$ cat src/rtl/reg_sel_flag_bank_if.sv
// Control and status bundle for the register-select flag bank.
// The master is the datapath controller; the slave is the flag bank itself.
interface reg_sel_flag_bank_if #(
  parameter int NCH   = 4,
  parameter int CNT_W = 8
);
  logic                 flag_clr;
  logic [NCH-1:0]       flag_tog;
  logic [NCH-1:0]       flag_ld;
  logic [NCH-1:0]       flag_ld_val;
  logic                 snap_save;
  logic                 snap_rest;
  logic [NCH-1:0]       flag;
  logic [NCH-1:0]       flag_prev;
  logic [NCH*CNT_W-1:0] tog_cnt;
  logic [NCH-1:0]       cnt_sat;
  logic                 snap_valid;

  modport master (
    output flag_clr, flag_tog, flag_ld, flag_ld_val, snap_save, snap_rest,
    input  flag, flag_prev, tog_cnt, cnt_sat, snap_valid
  );

  modport slave (
    input  flag_clr, flag_tog, flag_ld, flag_ld_val, snap_save, snap_rest,
    output flag, flag_prev, tog_cnt, cnt_sat, snap_valid
  );
endinterface

$ cat src/rtl/reg_sel_flag_bank.sv
// Bank of register-select flags for the modular inverse/division datapath.
// Each flag says which physical register holds an operand (1 = primary,
// 0 = alternate). Adds explicit load, a one-deep snapshot for aborting an
// iteration, and a saturating per-channel toggle counter used to cross-check
// the swap count against the iteration count.
module reg_sel_flag_bank #(
  parameter int             NCH     = 4,
  parameter logic [NCH-1:0] RST_VAL = {NCH{1'b1}},
  parameter int             CNT_W   = 8
) (
  input  logic               clk,
  input  logic               rst_n,
  reg_sel_flag_bank_if.slave bus
);

  logic [NCH-1:0]            r_flag;
  logic [NCH-1:0]            r_flag_prev;
  logic [NCH-1:0]            r_snap;
  logic                      r_snap_valid;
  logic [NCH-1:0][CNT_W-1:0] r_cnt;
  logic [NCH-1:0]            r_cnt_sat;

  logic                      w_rest_en;
  logic                      w_save_en;
  logic [NCH-1:0]            w_flag_nxt;
  logic [NCH-1:0]            w_tog_app;
  logic [NCH-1:0][CNT_W-1:0] w_cnt_nxt;
  logic [NCH-1:0]            w_sat_nxt;

  // Increment that sticks at all-ones instead of wrapping.
  function automatic logic [CNT_W-1:0] sat_inc(input logic [CNT_W-1:0] v);
    return (&v) ? v : v + CNT_W'(1);
  endfunction

  // Next-state selection: clear > valid restore > load > toggle > hold.
  // A restore always blocks a same-cycle save, even if the snapshot is empty,
  // and a clear blocks a save so the snapshot survives the clear untouched.
  always_comb begin
    w_rest_en  = bus.snap_rest & r_snap_valid;
    w_save_en  = bus.snap_save & ~bus.snap_rest & ~bus.flag_clr;
    w_flag_nxt = r_flag;
    w_tog_app  = '0;
    w_cnt_nxt  = r_cnt;
    w_sat_nxt  = '0;
    for (int i = 0; i < NCH; i++) begin
      if (bus.flag_clr) begin
        w_flag_nxt[i] = RST_VAL[i];
      end else if (w_rest_en) begin
        w_flag_nxt[i] = r_snap[i];
      end else if (bus.flag_ld[i]) begin
        w_flag_nxt[i] = bus.flag_ld_val[i];
      end else if (bus.flag_tog[i]) begin
        w_flag_nxt[i] = ~r_flag[i];
        w_tog_app[i]  = 1'b1;
      end

      if (bus.flag_clr) begin
        w_cnt_nxt[i] = '0;
      end else if (w_tog_app[i]) begin
        w_cnt_nxt[i] = sat_inc(r_cnt[i]);
      end
      w_sat_nxt[i] = &w_cnt_nxt[i];
    end
  end

  // State registers; reset overrides every other request in the same cycle.
  always_ff @(posedge clk) begin
    if (!rst_n) begin
      r_flag       <= RST_VAL;
      r_flag_prev  <= RST_VAL;
      r_snap       <= RST_VAL;
      r_snap_valid <= 1'b0;
      r_cnt        <= '0;
      r_cnt_sat    <= '0;
    end else begin
      r_flag      <= w_flag_nxt;
      r_flag_prev <= r_flag;
      r_cnt       <= w_cnt_nxt;
      r_cnt_sat   <= w_sat_nxt;
      if (w_save_en) begin
        r_snap       <= r_flag;
        r_snap_valid <= 1'b1;
      end
    end
  end

  assign bus.flag       = r_flag;
  assign bus.flag_prev  = r_flag_prev;
  assign bus.tog_cnt    = r_cnt;
  assign bus.cnt_sat    = r_cnt_sat;
  assign bus.snap_valid = r_snap_valid;

endmodule
$ cat src/flat_wrapper.sv
// flat-port wrapper written by rule: the top's interface ports become plain ports
module reg_sel_flag_bank_flat 
#(
  parameter int             NCH     = 4,
  parameter logic [NCH-1:0] RST_VAL = {NCH{1'b1}},
  parameter int             CNT_W   = 8
)
  (clk, rst_n, bus_flag_clr, bus_flag_tog, bus_flag_ld, bus_flag_ld_val, bus_snap_save, bus_snap_rest, bus_flag, bus_flag_prev, bus_tog_cnt, bus_cnt_sat, bus_snap_valid);
  reg_sel_flag_bank_if #(.NCH(NCH), .CNT_W(CNT_W)) bus_i ();
  input  logic clk;
  input  logic rst_n;
  input wire logic [$bits(bus_i.flag_clr)-1:0] bus_flag_clr;
  input wire logic [$bits(bus_i.flag_tog)-1:0] bus_flag_tog;
  input wire logic [$bits(bus_i.flag_ld)-1:0] bus_flag_ld;
  input wire logic [$bits(bus_i.flag_ld_val)-1:0] bus_flag_ld_val;
  input wire logic [$bits(bus_i.snap_save)-1:0] bus_snap_save;
  input wire logic [$bits(bus_i.snap_rest)-1:0] bus_snap_rest;
  output wire logic [$bits(bus_i.flag)-1:0] bus_flag;
  output wire logic [$bits(bus_i.flag_prev)-1:0] bus_flag_prev;
  output wire logic [$bits(bus_i.tog_cnt)-1:0] bus_tog_cnt;
  output wire logic [$bits(bus_i.cnt_sat)-1:0] bus_cnt_sat;
  output wire logic [$bits(bus_i.snap_valid)-1:0] bus_snap_valid;
  assign bus_i.flag_clr = bus_flag_clr;
  assign bus_i.flag_tog = bus_flag_tog;
  assign bus_i.flag_ld = bus_flag_ld;
  assign bus_i.flag_ld_val = bus_flag_ld_val;
  assign bus_i.snap_save = bus_snap_save;
  assign bus_i.snap_rest = bus_snap_rest;
  assign bus_flag = bus_i.flag;
  assign bus_flag_prev = bus_i.flag_prev;
  assign bus_tog_cnt = bus_i.tog_cnt;
  assign bus_cnt_sat = bus_i.cnt_sat;
  assign bus_snap_valid = bus_i.snap_valid;
  reg_sel_flag_bank #(.NCH(NCH), .RST_VAL(RST_VAL), .CNT_W(CNT_W)) u_core (.clk(clk), .rst_n(rst_n), .bus(bus_i));
endmodule
$ cat config.mk
export PLATFORM = sky130hd
export DESIGN_NAME = reg_sel_flag_bank_flat
export DESIGN_NICKNAME = d
export VERILOG_FILES = /design/src/rtl/reg_sel_flag_bank_if.sv /design/src/rtl/reg_sel_flag_bank.sv /design/src/flat_wrapper.sv
export SDC_FILE = /design/constraint.sdc
export NUM_CORES = 1
export LEC_CHECK = 0
export CELL_PAD_IN_SITES_DETAIL_PLACEMENT = 1
export CELL_PAD_IN_SITES_GLOBAL_PLACEMENT = 2
export CORE_MARGIN = 5
export CORE_UTILIZATION = 32
export CTS_BUF_LIST = sky130_fd_sc_hd__clkbuf_4
export DETAILED_ROUTE_END_ITERATION = 12
export HOLD_SLACK_MARGIN = 0.12
export PLACE_DENSITY_LB_ADDON = 0.25
export SLEW_MARGIN = 10
export SYNTH_ARGS = -nofsm -noshare
export SYNTH_HDL_FRONTEND = slang
export SYNTH_SLANG_ARGS = --single-unit
export TNS_END_PERCENT = 50
$ cat constraint.sdc
create_clock -name clk -period 5.6 [get_ports clk]
set_clock_uncertainty 0.15 [all_clocks]
set_input_delay 1.4 -clock clk [delete_from_list [all_inputs] [get_ports clk]]
set_output_delay 1.4 -clock clk [all_outputs]
set_load 0.02 [all_outputs]
# After elaboration in Yosys (flattened, before gate mapping)
# Index checks and enable logic that the tools add are counted.
[totals] reg_bits=49 input_bits=17 output_inout_bits=45 word_cells=79
[classes] n_addsub=4 muxes=40 bitwise=10 reduce_logical=13
[op_table] operator="2-to-1 mux 8 bit" count=12
[op_table] operator="AND reduction 8 bit" count=8
[op_table] operator="adder 8 x 1 -> 8 bit, second input constant" count=4
[op_table] operator="2-to-1 mux 1 bit" count=28
[op_table] operator="nonzero test 3 bit" count=4
[op_table] operator="inverter 1 bit" count=7
[op_table] operator="bitwise AND 1 bit" count=3
[op_table] operator="OR reduction 2 bit" count=1

# Longest topological paths before layout
# Gate-level depths: netlist of run 1.
[depth] depth_word=7 depth_mapped=7 mapped_depth_nobuf=6

# Worst setup path before layout of run 1
# Ideal clock, no wire load.
[synth_path] path_kind="input to register" from="input bus_flag_clr" to="register u_core.r_cnt_sat[2], in the netlist u_core.bus.cnt_sat[2]" setup_ns=0.088 t_arrival_ns=2.842 required_ns=5.362 setup_slack_ns=2.520 path_stages=6 path_buffers=1 path_cell_list="buf_6 -> a21o_4 -> or3_4 -> or2_0 -> a2111o_1 -> nor4_2"
[synth_via] elab_chain_cells=4
[synth_lines] item="from (decl)" line_no="flat_wrapper.sv:12" rtl="input wire logic [$bits(bus_i.flag_clr)-1:0] bus_flag_clr;"
[synth_lines] item="2-to-1 mux 1 bit" line_no="reg_sel_flag_bank.sv:46" rtl="if (bus.flag_clr) begin"
[synth_lines] item="2-to-1 mux 8 bit" line_no="reg_sel_flag_bank.sv:59" rtl="end else if (w_tog_app[i]) begin"
[synth_lines] item="2-to-1 mux 8 bit *" line_no="reg_sel_flag_bank.sv:57" rtl="if (bus.flag_clr) begin"
[synth_lines] item="AND reduction 8 bit *" line_no="reg_sel_flag_bank.sv:62" rtl="w_sat_nxt[i] = &w_cnt_nxt[i];"
[synth_lines] item="to (signal assigned)" line_no="reg_sel_flag_bank.sv:79" rtl="r_cnt_sat <= w_sat_nxt;"
[synth_lines] item="to (decl)" line_no="reg_sel_flag_bank.sv:21" rtl="logic [NCH-1:0] r_cnt_sat;"
# Mark *: on every way between the ends. The rest lies on a longest branch, timed or not.
# A chain may end at the register's enable or synchronous reset.

# Worst setup path after layout of run 1
[layout_path] from="input bus_flag_clr" to="register u_core.r_cnt_sat[3], in the netlist u_core.bus.cnt_sat[3]"
# Same word-level chain as after synthesis.

==> results of run 1 <==
[sequential cells by signal, indices dropped and copies added (netlist names)]
name	count
u_core.bus.flag_prev	4
u_core.bus.snap_valid	1
u_core.bus.cnt_sat	4
u_core.r_snap	4
u_core.bus.flag	4
u_core.bus.tog_cnt	32
[cell families (layout without fill, tap and decap cells)]
| family | after synthesis | after routing |
|---|---|---|
| compound gates | 59 | 59 |
| flops | 49 | 49 |
| mux | 16 | 16 |
| buf+inv | 17 | 78 |
| fa+ha+maj | 4 | 4 |
| xor+xnor | 11 | 11 |
| simple gates | 148 | 148 |
[cell type report]
type	count	area share [%]
multi-input cells	238	45.90
well taps	102	3.816
inverters	9	1.010
clock buffers	6	1.347
clock inverters	1	0.1122
flip-flops and latches	49	29.33
repair buffers	62	18.48
[worst register-to-register path: stages (launching register included)]
cell      delay [ns]
dfxtp_1         0.40
a21oi_4         0.36
o211ai_1        0.39
or4_1           0.60
a311oi_1        0.26
and4b_1         0.20
[synth_stat cells, types with 4 or more instances]
library cell / n / area (um^2)
nor3_1: 7 / 35.03
nor2_1: 34 / 127.6
inv_1: 8 / 30.03
ha_1: 4 / 50.05
o21ai_0: 7 / 35.03
dfxtp_1: 49 / 980.9
nor4_1: 4 / 25.02
and2_1: 5 / 31.28
nand4_1: 7 / 43.79
nand2b_1: 11 / 68.82
nand3_1: 16 / 80.08
mux2i_1: 12 / 120.1
clkbuf_1: 5 / 18.77
o211ai_1: 6 / 45.04
xor2_1: 4 / 35.03
a21oi_1: 16 / 80.08
mux2_2: 4 / 45.04
and3_1: 6 / 37.54
xnor2_1: 7 / 61.31
nand2_1: 32 / 120.1
[report_power, final]
group	switching, mW	internal [mW]
Combinational	0.0352	0.0301
Clock	0.116	0.0508
Sequential	0.00583	0.353
[routing by layer]
metal	wire length [um]	GRT usage, %	part of all wire [%]	vias to the layer above
met2	3570	25.65	47	40
met3	240	3.058	3.2	9
li1	-	-	-	1236
met5	0	0	0	-
met4	86	5.042	1.1	0
met1	3646	20.03	48	1197
[placed cells by master (no fill, tap or decap), types with 3 or more instances in the layout]
cell type | netlist | routed
a2111o_1 | 3 | 3
mux2i_1 | 12 | 12
nand4_1 | 7 | 7
nand3_1 | 16 | 16
o21ai_0 | 7 | 7
xnor2_1 | 7 | 7
nor2_1 | 34 | 34
nor3_1 | 7 | 7
clkbuf_4 | 0 | 6
and2_1 | 5 | 5
a211oi_1 | 3 | 3
and3_1 | 6 | 6
or3_1 | 3 | 3
a21oi_1 | 16 | 16
ha_1 | 4 | 4
nor4b_1 | 3 | 3
nand2_1 | 32 | 32
and4b_1 | 3 | 3
xor2_1 | 4 | 4
o211ai_1 | 6 | 6
mux2_2 | 4 | 4
dfxtp_1 | 49 | 49
inv_1 | 8 | 8
nor4_1 | 4 | 4
nor2b_1 | 3 | 3
clkdlybuf4s50_1 | 0 | 61
nand2b_1 | 11 | 11
[through the flow]
stage | power, mW | instance area [um^2] | hold slack (ns)
after floorplan | 0.4005 | 2590 | 0.2914
after global placement | 0.4325 | 3296 | 0.3042
after detailed placement | 0.4334 | 3296 | 0.3116
after CTS | 0.5982 | 3344 | 0.3512
after global routing | 0.6154 | 3344 | 0.3818
final | 0.5913 | 3344 | 0.3522
[worst paths after layout]
kind	to	slack, ns	cells after the start
setup / recovery	u_core.bus.cnt_sat[3]	1.86	6
hold / removal	u_core.r_snap[2]	0.35	2
setup reg to reg	u_core.bus.cnt_sat[3]	3.19	5
hold reg to reg	u_core.r_snap[2]	0.35	2
==> flow_metrics.tcl, run 1 <==
set metrics [dict create \
    grt_pass1_vias 2512 \
    clock_latency_ns 0.37 \
    cts_num_sinks 49 \
    arrival_ns 3.92 \
    io_buffers 61 \
    synth-seq-area-share_pct 37.87 \
    path_buf_inv 1 \
    wire_per_inst_um 16.15 \
    dp.cells 460 \
    slew-limit-headroom_pct 37.17 \
    critPathCaptureType "register" \
    worstPathCellList "clkdlybuf4s50_1 > a21oi_4 > o211ai_1 > or4_1 > a311oi_1 > and4b_1" \
    cts_root_buffer "clkbuf_4" \
    syn_nets 325 \
    area_growth_pct 29.13 \
    netlist_instances 304 \
    fin_nets 386 \
    worstPathRequired_ns 5.78 \
    multiInputGateArea_um2 1535 \
    grt_pass1_wl_um 12440 \
    status "complete, no violations" \
    grt_max_degree 17 \
    synth.cell_area_um2 2590 \
    cts_inserted_buffers 5 \
    final_layout_size_suffix_gt1_share_pct 5.205 \
    preCtsSetupSlack_ns 1.439 \
    post_cts_resized 0 \
    period_share_pct 66.78 \
    powerDensity_nw_per_um2 176.8 \
    async_flop_share_pct 0 \
    ant_nets 0 \
    crit_fanout 14 \
    diodes 0 \
    dieArea_um2 9993 \
    via_count 2482 \
    setup_viol 0 \
    synth-edff-count 0 \
    die_w_um 99.97 \
    ioPinCount 62 \
    start_util_pct 33.17 \
    synth_compound_area_share_pct 16.86 \
    synth_seq_cells 49 \
    tns_ns 0 \
    drc_errors 0 \
    avgSynthCellArea_um2 8.520 \
    critPathKind "in2reg" \
    cts_tree "yes" \
    finalHoldViolCount 0 \
    clk_pin_slew_ns 0.14 \
    routed_wirelength_um 7543 \
    synth_fa_ha_area_share_pct 1.932 \
    grt_usage_pct 15.43 \
    hpwlAfterDp_um 5686 \
    period_minus_slack_ns 3.740 \
    ys.flop_type "dfxtp_1" \
    antenna_found_initial 0 \
    htreeDepth 2 \
    fmax_mhz 267.4 \
    maxCapViolations 0 \
    fillerInstances 942 \
    rsz0062_at_grt "false" \
    cts_setup_buffers 0 \
    fin_ws_ns 1.860 \
    synth_top_family_by_area "simple AND/OR/NAND/NOR gates" \
    drtIter0Drc 68 \
    cpMaxStageDelayCell "clkdlybuf4s50_1" \
    synth_mux_area_share_pct 6.377 \
    fp.dieH_um 99.97 \
    yosysWarnings 0 \
    worstReg2RegStart "u_core.bus.snap_valid" \
    core_um2 7807 \
    holdCritPathClass "reg2reg" \
    fin_cells 467 \
    synth_cell_types 55 \
    startpoint "bus_flag_clr" \
    drv_slew 0 \
    cts.path.max_buffers 2 \
    row_count 32 \
    drt-pass1-iter-count 4 \
    cp-start-kind "input port" \
    ir_drop_uv 63.16 \
    leakagePower_nw 1.067 \
    worstMarginPinSlew_ns 0.9405 \
    final_core_util_pct 42.84 \
    synth_xor_area_share_pct 3.720 \
    holdCritStartpoint "u_core.r_snap[2]" \
    place.gp.congestion 0.8414 \
    hold_buffers 0 \
    register_area_um2 980.9 \
    synthSimpleGateAreaFrac_pct 30.39 \
    overflow 0 \
    critical-path-top-delay-family "compound AO/OA/AOI/OAI gates" \
    vias_per_cell 5.315 \
    cp_slowest_stage_delay_ns 0.63 \
]
Power figures use the tool's default switching activity.
==> inputs of run 2 (changes only) <==
--- a/config.mk
+++ b/config.mk
@@ -8,7 +8,7 @@
 export CELL_PAD_IN_SITES_DETAIL_PLACEMENT = 1
 export CELL_PAD_IN_SITES_GLOBAL_PLACEMENT = 2
 export CORE_MARGIN = 5
-export CORE_UTILIZATION = 32
+export CORE_UTILIZATION = 27
 export CTS_BUF_LIST = sky130_fd_sc_hd__clkbuf_4
 export DETAILED_ROUTE_END_ITERATION = 12
 export HOLD_SLACK_MARGIN = 0.12
==> constraint.sdc (replaced) <==
create_clock -name clk -period 2.99 [get_ports clk]
set_clock_uncertainty 0.15 [all_clocks]
set_input_delay 0.7475 -clock clk [delete_from_list [all_inputs] [get_ports clk]]
set_output_delay 0.7475 -clock clk [all_outputs]
set_load 0.02 [all_outputs]
==> flow_metrics.tcl, run 2 (synthesis gave the netlist of run 1 again) <==
set metrics [dict create \
    rsz0062_at_grt "false" \
    period_share_pct 87.51 \
    cts.path.max_buffers 2 \
    path_buf_inv 1 \
    row_count 35 \
    slew-limit-headroom_pct 67.76 \
    critPathCaptureType "register" \
    cp_slowest_stage_delay_ns 0.57 \
    fillerInstances 1157 \
    maxCapViolations 0 \
    period_minus_slack_ns 2.617 \
    setup_viol 0 \
    routed_wirelength_um 7972 \
    multiInputGateArea_um2 1535 \
    p_clk_share_pct 28.2 \
    grt_pass1_vias 2628 \
    pwr-share-comb_pct 12.3 \
    die_w_um 107.9 \
    wire_per_inst_um 15.57 \
    fp.dieH_um 107.9 \
    finalHoldViolCount 0 \
    drv_slew 0 \
    cts_setup_buffers 0 \
    hpwlAfterDp_um 6118 \
    largest_register_ffs 32 \
    cpMaxStageDelayCell "or4_1" \
    grt_pass1_wl_um 13320 \
    tns_ns 0 \
    cts_tree "yes" \
    overflow 0 \
    ioPinCount 62 \
    dieArea_um2 11650 \
    worstMarginPinSlew_ns 0.4776 \
    drtIter0Drc 76 \
    cts_num_sinks 49 \
    p_int_uw 820.8 \
    cp-start-kind "input port" \
    grt_max_degree 23 \
    clock_latency_ns 0.37 \
    place_area_um2 3457 \
    vias_per_cell 4.959 \
    grt_busiest_layer "met2" \
    cts_root_buffer "clkbuf_4" \
    place.gp.congestion 0.7891 \
    postLayoutCellArea_um2 3512 \
    ir_drop_uv 125.6 \
    crit_fanout 5 \
    drc_errors 0 \
    arrival_ns 2.78 \
    status "complete, no violations" \
    leakagePower_nw 1.150 \
    regToRegSetupSlack_ns 0.69 \
    diodes 0 \
    dp.cells 504 \
    antenna_found_initial 0 \
    critPathKind "in2reg" \
    area_growth_pct 35.60 \
    pwr-share-seq_pct 59.4 \
    io_buffers 61 \
    layout_commonest_cell "clkdlybuf4s50_1" \
    grt_usage_pct 14.28 \
    p_total_mw 1.131 \
    mostFrequentLayoutCells "clkdlybuf4s50_1 (61), dfxtp_1 (49), nor2_1 (34)" \
    ant_nets 0 \
    via_count 2539 \
    holdCritPathClass "reg2reg" \
    final_core_util_pct 37.83 \
    worstPathRequired_ns 3.16 \
    final_layout_size_suffix_gt1_share_pct 9.922 \
    hold_buffers 0 \
    start_util_pct 27.90 \
    met1_usage_pct 18.56 \
    cts_inserted_buffers 5 \
    htreeDepth 2 \
    swShare_pct 27.45 \
    fin_nets 403 \
    fmax_mhz 382.2 \
    groute.layer.met2.usage_pct 24.33 \
    post_cts_resized 0 \
    core_um2 9284 \
    fin_cells 512 \
    register_area_um2 980.9 \
    clk_pin_slew_ns 0.16 \
    critical-path-top-delay-family "simple AND/OR/NAND/NOR gates" \
    powerDensity_nw_per_um2 322.1 \
    gr-usage-met3_pct 3.224 \
    drt-pass1-iter-count 4 \
    worstPathCellList "clkdlybuf4s50_1 > a21oi_4 > o211ai_1 > or4_1 > a311oi_1 > and4b_1" \
    p_switching_uw 310.6 \
]
-- run 2: cell types whose count changed in the layout (fill, tap and decap cells not counted), sizes merged --
cell and delta:
clkbuf -1, clkinv +1, clkinvlp +1, buf +17
-- run 2: final timing paths --
check             cells past startpoint                   start                    end
setup / recovery                      6           bus_snap_rest  u_core.bus.cnt_sat[3]
hold reg to reg                       2        u_core.r_snap[3]     u_core.bus.flag[3]
setup reg to reg                      6  u_core.bus.tog_cnt[24]  u_core.bus.cnt_sat[3]
hold / removal                        2        u_core.r_snap[3]     u_core.bus.flag[3]
-- run 2: worst min-delay path: cells and delay by family (launching register included) --
family | cells | cell delay (ns)
compound gates | 1 | 0.07
flops | 1 | 0.34
simple gates | 1 | 0.05
-- run 2: per-stage QoR --
stage | setup slack [ns] | hold WS [ns]
6_report | 0.3735 | 0.3502
5_1_grt | 0.2942 | 0.3743
4_1_cts | 0.3802 | 0.3537
3_5_place_dp | -0.01659 | 0.3165
3_3_place_gp | 0.05052 | 0.3031
2_1_floorplan | 0.5622 | 0.2914
-- run 2: cell type report --
type	count	area share, %
Clock buffer	5	1.069
Clock inverter	3	0.4988
Timing Repair Buffer	79	21.23
Tap cell	129	4.596
Multi-Input combinational cell	238	43.71
Inverter	9	0.9619
Sequential cell	49	27.93
-- run 2: routing by layer --
layer  up-vias  wire length, um  part of all wire (%)
met5         -                0                     0
met4         0               59                  0.74
met3         6              306                   3.8
met2        44             3697                    46
met1      1216             3909                    49
li1       1273                -                     -
-- run 2: power groups by stage --
stage	sequential [mW]	combinational (mW)	clock, mW
global route	0.675	0.153	0.371
CTS	0.673	0.143	0.342
detailed placement	0.687	0.142	0
floorplan	0.694	0.0560	0
finish	0.672	0.139	0.320
global placement	0.687	0.140	0
==> inputs of run 3 (changes only) <==
--- a/config.mk
+++ b/config.mk
@@ -13,6 +13,7 @@
 export DETAILED_ROUTE_END_ITERATION = 12
 export HOLD_SLACK_MARGIN = 0.12
 export PLACE_DENSITY_LB_ADDON = 0.25
+export SKIP_CTS_REPAIR_TIMING = 1
 export SLEW_MARGIN = 10
 export SYNTH_ARGS = -nofsm -noshare
 export SYNTH_HDL_FRONTEND = slang
==> results of run 3 <==
The final DEF is identical to that of run 2; final timing and power are the same.
